<file path="src/rtl/seg_scan_ctrl.sv">
`default_nettype none
// ============================================================================
// Module      : seg_scan_ctrl
// Description : Multiplexed scan controller for a 4-digit common-anode
//               seven-segment display. Holds a 16-bit hex value plus four
//               decimal points and time-shares the segment bus between the
//               digits. Each digit slot opens with a blanking dead time
//               (all anodes off) to suppress ghosting. New values are
//               captured into a one-entry pending register and only
//               copied into the display register at the frame boundary
//               (digit 3 -> digit 0 wrap), so a frame never mixes old and
//               new digits.
//
// Ports       : clk     - system clock, rising edge
//               rst_n   - synchronous active-low reset
//               value   - hex value, [3:0] = digit 0 (rightmost)
//               dp_in   - decimal points, bit i = digit i, 1 = lit
//               lzb_en  - leading-zero blanking enable (captured with value)
//               load    - capture request for value/dp_in/lzb_en
//               ready   - a load can be accepted this cycle
//               code    - nibble of the active digit, to the hex decoder
//               seg_en  - 1 = decoder may drive segments, 0 = all off
//               dp_n    - decimal-point segment, active-low
//               dig_n   - anode selects, active-low, one-hot-low or all-high
//
// Revision    : 1.0 - initial release
// ============================================================================
module seg_scan_ctrl #(
    parameter int REFRESH_DIV = 12500,  // cycles per digit slot, 4..2^20
    parameter int BLANK_CYC   = 500     // dead-time cycles, 1..REFRESH_DIV-1
) (
    input  logic        clk,
    input  logic        rst_n,
    input  logic [15:0] value,
    input  logic [3:0]  dp_in,
    input  logic        lzb_en,
    input  logic        load,
    output logic        ready,
    output logic [3:0]  code,
    output logic        seg_en,
    output logic        dp_n,
    output logic [3:0]  dig_n
);

    // ------------------------------------------------------------------
    // Constants
    // ------------------------------------------------------------------
    localparam int c_cnt_w = (REFRESH_DIV > 1) ? $clog2(REFRESH_DIV) : 1;

    localparam logic [c_cnt_w-1:0] c_blank_last = c_cnt_w'(BLANK_CYC - 1);
    localparam logic [c_cnt_w-1:0] c_slot_last  = c_cnt_w'(REFRESH_DIV - 1);
    localparam logic [c_cnt_w-1:0] c_cnt_one    = c_cnt_w'(1);

    localparam logic [0:0] c_st_blank = 1'b0;
    localparam logic [0:0] c_st_on    = 1'b1;

    // ------------------------------------------------------------------
    // Scan state
    // ------------------------------------------------------------------
    logic [0:0]         r_state;
    logic [c_cnt_w-1:0] r_cnt;
    logic [1:0]         r_idx;

    logic [0:0]         w_state_nxt;
    logic [c_cnt_w-1:0] w_cnt_nxt;
    logic [1:0]         w_idx_nxt;
    logic               w_wrap;

    // ------------------------------------------------------------------
    // Display / pending registers
    // ------------------------------------------------------------------
    logic [15:0] r_disp_val;
    logic [3:0]  r_disp_dp;
    logic        r_disp_lzb;

    logic [15:0] r_pend_val;
    logic [3:0]  r_pend_dp;
    logic        r_pend_lzb;
    logic        r_pend_vld;

    logic        w_accept;
    logic        w_apply;
    logic        w_pend_vld_nxt;

    // ------------------------------------------------------------------
    // Output registers and their combinational sources
    // ------------------------------------------------------------------
    logic        r_ready;
    logic [3:0]  r_code;
    logic        r_seg_en;
    logic        r_dp_n;
    logic [3:0]  r_dig_n;

    logic [3:0]  w_code;
    logic        w_seg_en;
    logic        w_dp_n;
    logic [3:0]  w_dig_n;
    logic [3:0]  w_lz;

    // ------------------------------------------------------------------
    // FSM: state register
    // ------------------------------------------------------------------
    always_ff @(posedge clk) begin
        if (!rst_n) begin
            r_state <= c_st_blank;
            r_cnt   <= '0;
            r_idx   <= 2'd0;
        end else begin
            r_state <= w_state_nxt;
            r_cnt   <= w_cnt_nxt;
            r_idx   <= w_idx_nxt;
        end
    end

    // ------------------------------------------------------------------
    // FSM: next state. The slot counter runs continuously across the
    // blank and lit phases of a slot, so BLANK ends at BLANK_CYC-1 and the
    // slot ends at REFRESH_DIV-1 without a second counter.
    // ------------------------------------------------------------------
    always_comb begin
        w_state_nxt = r_state;
        w_cnt_nxt   = r_cnt + c_cnt_one;
        w_idx_nxt   = r_idx;
        w_wrap      = 1'b0;

        case (r_state)
            c_st_blank: begin
                if (r_cnt == c_blank_last) begin
                    w_state_nxt = c_st_on;
                end
            end
            c_st_on: begin
                if (r_cnt == c_slot_last) begin
                    w_state_nxt = c_st_blank;
                    w_cnt_nxt   = '0;
                    w_idx_nxt   = r_idx + 2'd1;
                    w_wrap      = (r_idx == 2'd3);
                end
            end
            default: begin
                w_state_nxt = c_st_blank;
                w_cnt_nxt   = '0;
            end
        endcase
    end

    // ------------------------------------------------------------------
    // Load handshake and frame-boundary apply. Accept needs an empty
    // pending slot and apply needs a full one, so the two never collide.
    // ------------------------------------------------------------------
    always_comb begin
        w_accept       = load && !r_pend_vld;
        w_apply        = w_wrap && r_pend_vld;
        w_pend_vld_nxt = r_pend_vld;
        if (w_accept) begin
            w_pend_vld_nxt = 1'b1;
        end else if (w_apply) begin
            w_pend_vld_nxt = 1'b0;
        end
    end

    always_ff @(posedge clk) begin
        if (!rst_n) begin
            r_pend_val <= 16'h0000;
            r_pend_dp  <= 4'h0;
            r_pend_lzb <= 1'b0;
            r_pend_vld <= 1'b0;
            r_disp_val <= 16'h0000;
            r_disp_dp  <= 4'h0;
            r_disp_lzb <= 1'b0;
        end else begin
            r_pend_vld <= w_pend_vld_nxt;
            if (w_accept) begin
                r_pend_val <= value;
                r_pend_dp  <= dp_in;
                r_pend_lzb <= lzb_en;
            end
            if (w_apply) begin
                r_disp_val <= r_pend_val;
                r_disp_dp  <= r_pend_dp;
                r_disp_lzb <= r_pend_lzb;
            end
        end
    end

    // ------------------------------------------------------------------
    // Leading-zero blanking: a digit is blanked when blanking is enabled
    // and it and every digit to its left are zero. The chain runs from
    // digit 3 downward; digit 0 always shows.
    // ------------------------------------------------------------------
    always_comb begin
        w_lz[3] = r_disp_lzb && (r_disp_val[15:12] == 4'h0);
        w_lz[2] = w_lz[3]    && (r_disp_val[11:8]  == 4'h0);
        w_lz[1] = w_lz[2]    && (r_disp_val[7:4]   == 4'h0);
        w_lz[0] = 1'b0;
    end

    // ------------------------------------------------------------------
    // Output decode. The decoder nibble follows idx even while blank; the
    // segments are gated off by seg_en and the anodes, so it is harmless.
    // ------------------------------------------------------------------
    always_comb begin
        w_dig_n  = 4'b1111;
        w_seg_en = 1'b0;
        w_dp_n   = 1'b1;
        w_code   = r_disp_val[{r_idx, 2'b00} +: 4];

        if (r_state == c_st_on) begin
            w_dig_n[r_idx] = 1'b0;
            w_seg_en       = !w_lz[r_idx];
            w_dp_n         = !r_disp_dp[r_idx];
        end
    end

    // ------------------------------------------------------------------
    // Output registers. Every output shares the same one-cycle lag, so
    // anode changes stay aligned with the blank phase. ready tracks the
    // next value of the pending flag, i.e. it is the registered inverse
    // of pend_vld.
    // ------------------------------------------------------------------
    always_ff @(posedge clk) begin
        if (!rst_n) begin
            r_ready  <= 1'b1;
            r_code   <= 4'h0;
            r_seg_en <= 1'b0;
            r_dp_n   <= 1'b1;
            r_dig_n  <= 4'b1111;
        end else begin
            r_ready  <= !w_pend_vld_nxt;
            r_code   <= w_code;
            r_seg_en <= w_seg_en;
            r_dp_n   <= w_dp_n;
            r_dig_n  <= w_dig_n;
        end
    end

    assign ready  = r_ready;
    assign code   = r_code;
    assign seg_en = r_seg_en;
    assign dp_n   = r_dp_n;
    assign dig_n  = r_dig_n;

endmodule
`default_nettype wire

</file>
<file path="config.mk">
export PLATFORM = sky130hd
export DESIGN_NAME = seg_scan_ctrl
export DESIGN_NICKNAME = d
export VERILOG_FILES = /design/src/rtl/seg_scan_ctrl.sv
export SDC_FILE = /design/constraint.sdc
export NUM_CORES = 1
export LEC_CHECK = 0
export CAP_MARGIN = 20
export CORE_ASPECT_RATIO = 0.9
export CORE_UTILIZATION = 40
export DETAILED_ROUTE_END_ITERATION = 12
export PLACE_DENSITY = 0.59
export SYNTH_ARGS = -nofsm -noshare
export SYNTH_HDL_FRONTEND = slang
export SYNTH_SLANG_ARGS = --single-unit
</file>
<file path="constraint.sdc">
create_clock -name clk -period 4.6 [get_ports clk]
set_clock_uncertainty 0.15 [all_clocks]
set_input_delay 0.46 -clock clk [delete_from_list [all_inputs] [get_ports clk]]
set_output_delay 0.46 -clock clk [all_outputs]
set_load 0.01 [all_outputs]
</file>
==> flow_summary.yaml, run 1 <==
critical_path:
  critical_path.reg2reg.endpoint: "r_disp_dp[1]"
  cp_max_fo: 23
  cp.required_ps: 4730
  timing.critical_path.from_type: "flop"
  cp-startpoint: "r_cnt[0]"
  worstReg2RegStart: "r_cnt[0]"
  timing.reg2reg.worst_path_depth: 6
  cp-end-kind: "flop"
  worst_ep_arrival_time_ps: 2310
  setup.worst_path.class: "flop to flop"
  setup.reg_to_reg.worst_slack_ps: 2420
global_routing:
  grt_start_max_net_pins: 74
  antenna_violations_before_repair: 0
  grtUsageTotal_pct: 15.4
  grt_first_pass_wirelength_um: 9040
  grt_pass1_vias: 1903
  global_route.overflow_total: 0
clocking:
  clk_transition_reported_paths_ps: 80
  clk_root_buffer_cell: "clkbuf_8"
  postCtsResizedCells: 0
  clock_sinks: 71
  cts_tree: "built"
  h-tree-depth: 3
  clk-insertion-delay-late_ps: 350
  post_cts_hold_buffer_count: 0
  post-cts-setup-buffers: 0
  clk_path_buf_depth: 2
  cts_buffers: 9
sta:
  setup_violations: 0
  achievable-frequency_ghz: 0.459
  hold_violations: 0
  slew_headroom_pct: 48.9
  setup_tns_ps: 0
  final.period_utilization_pct: 47.3
  worst_pin_slew_ps: 767
  period_needed_ps: 2180
  rsz0062_at_grt: "false"
  maxSlewViolCount: 0
place:
  io_port_bufs: 34
  gp_congestion: 0.822
  dp_hpwl_um: 3470
synth:
  fraction_of_the_mapped_netlist_area_in_adder_cells_pct: 2.10
  yosys.cell_count.top_type: "nand2_1"
  post_synth_num_cell_types: 37
  number_of_flops_mapped_to_enable_cells_by_yosys: 0
  synthXorXnorAreaFrac_pct: 3.83
  most_instantiated_cells_after_synthesis: "93 x nand2_1, 71 x dfxtp_1, 22 x mux2i_1"
  synth_warnings: 0
  async_s_r_ff_share_synth_pct: 0
  post_synth_and_or_nand_nor_area_fraction_pct: 23.6
  synth.top_cell.area_share_pct: 47.8
  mappedNetlistNets: 343
  syn_avg_cell_area_sq_um: 9.47
  postSynthCellCount: 314
  main_combinational_cell_family_by_area_after_synthesis: "simple AND/OR/NAND/NOR gates"
  netlist.top_cell.by_area: "dfxtp_1"
  synth_compound_gate_area_share_pct: 6.02
  synth_flop_cell: "dfxtp_1"
  ys_seq_elements: 71
  share_of_the_yosys_chip_area_belonging_to_registers_pct: 47.8
  yosys-top-cells-area: "dfxtp_1 48%, nand2_1 12%, mux2i_1 7.4%"
  post_synth_instance_area_sq_um: 2970
  synth_mux_area_share_pct: 11.2
drt:
  route.detailed.wl_per_inst_um: 12.0
  viasPerCell: 4.71
  starting_drt_drc_count: 93
  drc_errors: 0
  routed_wl_um: 5300
  antenna_violating_nets_post_route: 0
  route.vias.total: 2080
  drt_first_pass_iters: 4
worst_hold_path:
  min-delay-path-class: "flop to flop"
  startpoint_of_the_lowest_slack_hold_path: "r_disp_dp[2]"
  min_path_cells: 2
  capture_endpoint_of_the_worst_hold_path: "r_disp_dp[2]"
die:
  top_level_ports: 35
  die_area_sq_um: 7780
  core.rowCount: 29
  coreArea_sq_um: 7110
  chipHeight_um: 83.8
  initial_utilization_pct: 41.8
  dieWidth_um: 92.9
pwr:
  worst_voltage_drop_across_the_vdd_grid_v: 0.000271
  cellPowerDensity_nw_per_um2: 402
  total_power_mw: 1.45
  power.leakage_nw: 1.27
final_layout:
  finalCoreUtilization_pct: 50.8
  diodes: 0
  layout-drive-gt1-share_pct: 8.60
  finish.net_count: 373
  synthToLayoutAreaGrowth_pct: 21.6
outcome:
  outcome: "complete, no violations"
flow_run:
  timing.max_cap.violations: 0
-- cells by family after synthesis --
group           after synthesis
simple gates                149
xor+xnor                     13
compound gates               25
flops                        71
buf+inv                      24
mux                          27
fa+ha+maj                     5
-- stage by stage --
step / instances / area, sq um / hold WS (ps) / setup slack, ps
floorplan: 314 / 2970 / 261 / 2660
global placement: 426 / 3310 / 291 / 2480
detailed placement: 426 / 3310 / 297 / 2420
CTS: 442 / 3620 / 310 / 2410
global route: 442 / 3620 / 329 / 2260
finish: 442 / 3620 / 309 / 2420
-- registers in the layout, indices dropped and copies added, names as in the netlist --
name        count
r_pend_vld      1
r_disp_lzb      1
code            4
seg_en          1
r_idx           2
r_pend_val     16
r_disp_dp       4
r_pend_dp       4
r_disp_val     16
ready           1
r_state         1
dp_n            1
r_pend_lzb      1
r_cnt          14
dig_n           4
-- final cells by class --
cell class | instances | area, sq um
Inverter | 6 | 22.5
Tap cell | 93 | 116
Fill cell | 685 | 3500
Clock inverter | 6 | 180
Sequential cell | 71 | 1420
Multi-Input combinational cell | 219 | 1390
Clock buffer | 10 | 128
Timing Repair Buffer | 37 | 358
-- power by group --
group	internal [mW]	total (mW)	switching (mW)
Sequential	0.628	0.636	0.00822
Clock	0.525	0.754	0.229
Combinational	0.0314	0.0618	0.0304
-- layout by cell type, fill, tap and decap left out, drive strengths merged, types with 5 or more instances in the layout --
| cell type | n |
|---|---|
| nand2 | 93 |
| clkdlybuf4s50 | 33 |
| a21boi | 21 |
| mux4 | 5 |
| xnor2 | 8 |
| nand3 | 7 |
| ha | 5 |
| bufinv | 6 |
| dfxtp | 71 |
| inv | 6 |
| nor2 | 18 |
| xor2 | 5 |
| mux2i | 22 |
| clkbuf | 10 |
| and2 | 6 |
-- how the worst max path moves through the flow --
stage	end	slack (ps)
final	r_disp_dp[1]	2420
after global routing	r_disp_val[5]	2260
after CTS	r_disp_val[11]	2410
after detailed placement	r_disp_val[4]	2420
after global placement	r_disp_val[13]	2480
after floorplan	r_disp_dp[0]	2660
-- critical path, stage by stage (launching register included) --
cell and delay (ps):
dfxtp_1 370, ha_1 280, nand4bb_4 140, nor4_4 380, and3_1 200, buf_4 340
mux2i_1 230
-- per-layer routing --
metal	vias to the layer above	GRT usage [%]	wire length, um
li1	1098	-	-
met1	940	20.5	2760
met2	37	21.3	2250
met3	5	7.65	217
met4	0	5.45	68
met5	-	0	0
No activity file was read; power rests on OpenSTA's default activity.
==> inputs of run 2 (changes only) <==
==> constraint.sdc (replaced) <==
create_clock -name clk -period 2.2 [get_ports clk]
set_clock_uncertainty 0.15 [all_clocks]
set_input_delay 0.22 -clock clk [delete_from_list [all_inputs] [get_ports clk]]
set_output_delay 0.22 -clock clk [all_outputs]
set_load 0.01 [all_outputs]
==> run 2 against run 1 <==
Compared with the run above:
- combinational power increased by 120%
- die area stayed put
- largest cell class unchanged
- fmax grew 6.7%
- register-to-register slack got worse by 2300 ps
==> flow_summary.yaml, run 2 (synthesis results as in run 1) <==
critical_path:
  worstReg2RegStart: "r_cnt[0]"
  timing.reg2reg.worst_path_depth: 6
  cp-end-kind: "flop"
  peak_per_stage_delay_on_the_critical_path_ps: 370
  slowest_stage: "dfxtp_1"
  critical_path.reg2reg.endpoint: "r_disp_val[4]"
  setup.worst_path.class: "flop to flop"
  setup.reg_to_reg.worst_slack_ps: 160
  cp_max_fo: 13
  worst_ep_arrival_time_ps: 2150
  cp.required_ps: 2310
  timing.critical_path.from_type: "flop"
  worstPathBufferInverterCount: 1
  path_cells: "ha_1, nand4bb_4, nor4_4, and3_1, buf_4, mux2i_1"
  timing.critical_path.max_delay_family: "simple AND/OR/NAND/NOR gates"
global_routing:
  grtUsageTotal_pct: 15.5
  grt_start_max_net_pins: 60
  grt_first_pass_wirelength_um: 9400
  grt_pass1_vias: 2005
  antenna_violations_before_repair: 0
  global_route.overflow_total: 0
final_layout:
  postLayoutCellArea_sq_um: 3550
  diodes: 0
  synthToLayoutAreaGrowth_pct: 19.4
  finish.net_count: 379
  layout-drive-gt1-share_pct: 9.38
  finalCoreUtilization_pct: 49.9
  biggestRegsByFlops: "r_disp_val (16), r_pend_val (16), r_cnt (14)"
  most_common_cell_after_layout_fill_and_taps_aside: "nand2_1"
  layout_common_cells: "93 x nand2_1, 71 x dfxtp_1, 33 x clkdlybuf4s50_1"
die:
  dieWidth_um: 92.9
  coreArea_sq_um: 7110
  core.rowCount: 29
  top_level_ports: 35
  initial_utilization_pct: 41.8
  chipHeight_um: 83.8
  die_area_sq_um: 7780
sta:
  slew_headroom_pct: 77.7
  worst_pin_slew_ps: 331
  rsz0062_at_grt: "false"
  final.period_utilization_pct: 92.7
  achievable-frequency_ghz: 0.490
  setup_violations: 0
  period_needed_ps: 2040
  maxSlewViolCount: 0
  fin_ws_ps: 160
  hold_violations: 0
  setup_tns_ps: 0
worst_hold_path:
  min_path_cells: 3
  capture_endpoint_of_the_worst_hold_path: "r_disp_dp[2]"
  startpoint_of_the_lowest_slack_hold_path: "rst_n"
  min-delay-path-class: "primary input to flop"
pwr:
  power.leakage_nw: 1.25
  worst_voltage_drop_across_the_vdd_grid_v: 0.000387
  total_power_mw: 2.47
  cellPowerDensity_nw_per_um2: 696
place:
  io_port_bufs: 34
  dp_hpwl_um: 3660
  gp_congestion: 0.832
  pre_cts_ws_ps: 177
  post_dp_cell_area_sq_um: 3370
drt:
  antenna_violating_nets_post_route: 0
  viasPerCell: 4.78
  route.detailed.wl_per_inst_um: 12.1
  starting_drt_drc_count: 58
  drc_errors: 0
  routed_wl_um: 5390
  route.vias.total: 2129
  drt_first_pass_iters: 4
clocking:
  post_cts_hold_buffer_count: 0
  cts_tree: "built"
  postCtsResizedCells: 0
  h-tree-depth: 3
  cts_buffers: 9
  clk_path_buf_depth: 2
  clk-insertion-delay-late_ps: 340
  clock_sinks: 71
  clk_transition_reported_paths_ps: 70
  post-cts-setup-buffers: 0
  clk_root_buffer_cell: "clkbuf_8"
outcome:
  outcome: "complete, no violations"
flow_run:
  timing.max_cap.violations: 0
-- run 2: cell types whose count changed in the layout (fill, tap and decap cells not counted), sizes merged --
cell | previous run | this run
buf | 4 | 10
bufinv | 6 | 1
clkbuf | 10 | 12
-- run 2: worst max-delay path by stage --
stage          startpoint            end  depth (start not counted)
2_1_floorplan    r_cnt[6]   r_disp_dp[0]                          6
3_3_place_gp     r_cnt[6]   r_disp_dp[0]                          5
3_5_place_dp     r_cnt[0]  r_disp_val[4]                          6
4_1_cts          r_cnt[6]  r_disp_val[4]                          5
5_1_grt          r_cnt[0]   r_disp_dp[0]                          6
6_report         r_cnt[0]  r_disp_val[4]                          6
-- run 2: where the power goes --
part	leakage, nW	switching [mW]	internal, mW	total, mW
sequential	0.576	0.0168	1.31	1.33
clock	0.0944	0.436	0.568	1.00
combinational	0.578	0.0651	0.0705	0.136
total	1.25	0.518	1.95	2.47
-- run 2: per-layer routing --
metal	up-vias	part of all wire (%)	global-route usage [%]
li1	1110	-	-
met1	958	49	21.0
met2	49	44	22.4
met3	12	4.7	5.19
met4	0	2.3	6.43
met5	-	0	0
-- run 2: layout make-up --
cell class / count / area (sq um)
multi-input cells: 219 / 1390
repair buffers: 43 / 415
inverters: 6 / 22.5
fillers: 709 / 3560
clock buffers: 12 / 155
well taps: 93 / 116
clock inverters: 1 / 30.0
flip-flops and latches: 71 / 1420
-- run 2: metrics by stage --
stage / hold WS (ps) / std cells
5_1_grt: 127 / 445
3_5_place_dp: 281 / 432
2_1_floorplan: 215 / 314
3_3_place_gp: 274 / 432
4_1_cts: 111 / 445
6_report: 127 / 445
-- run 2: worst min-delay path, cell delays in order --
cell,delay [ps]
buf_2,190
nand2_1,100
mux2i_1,50
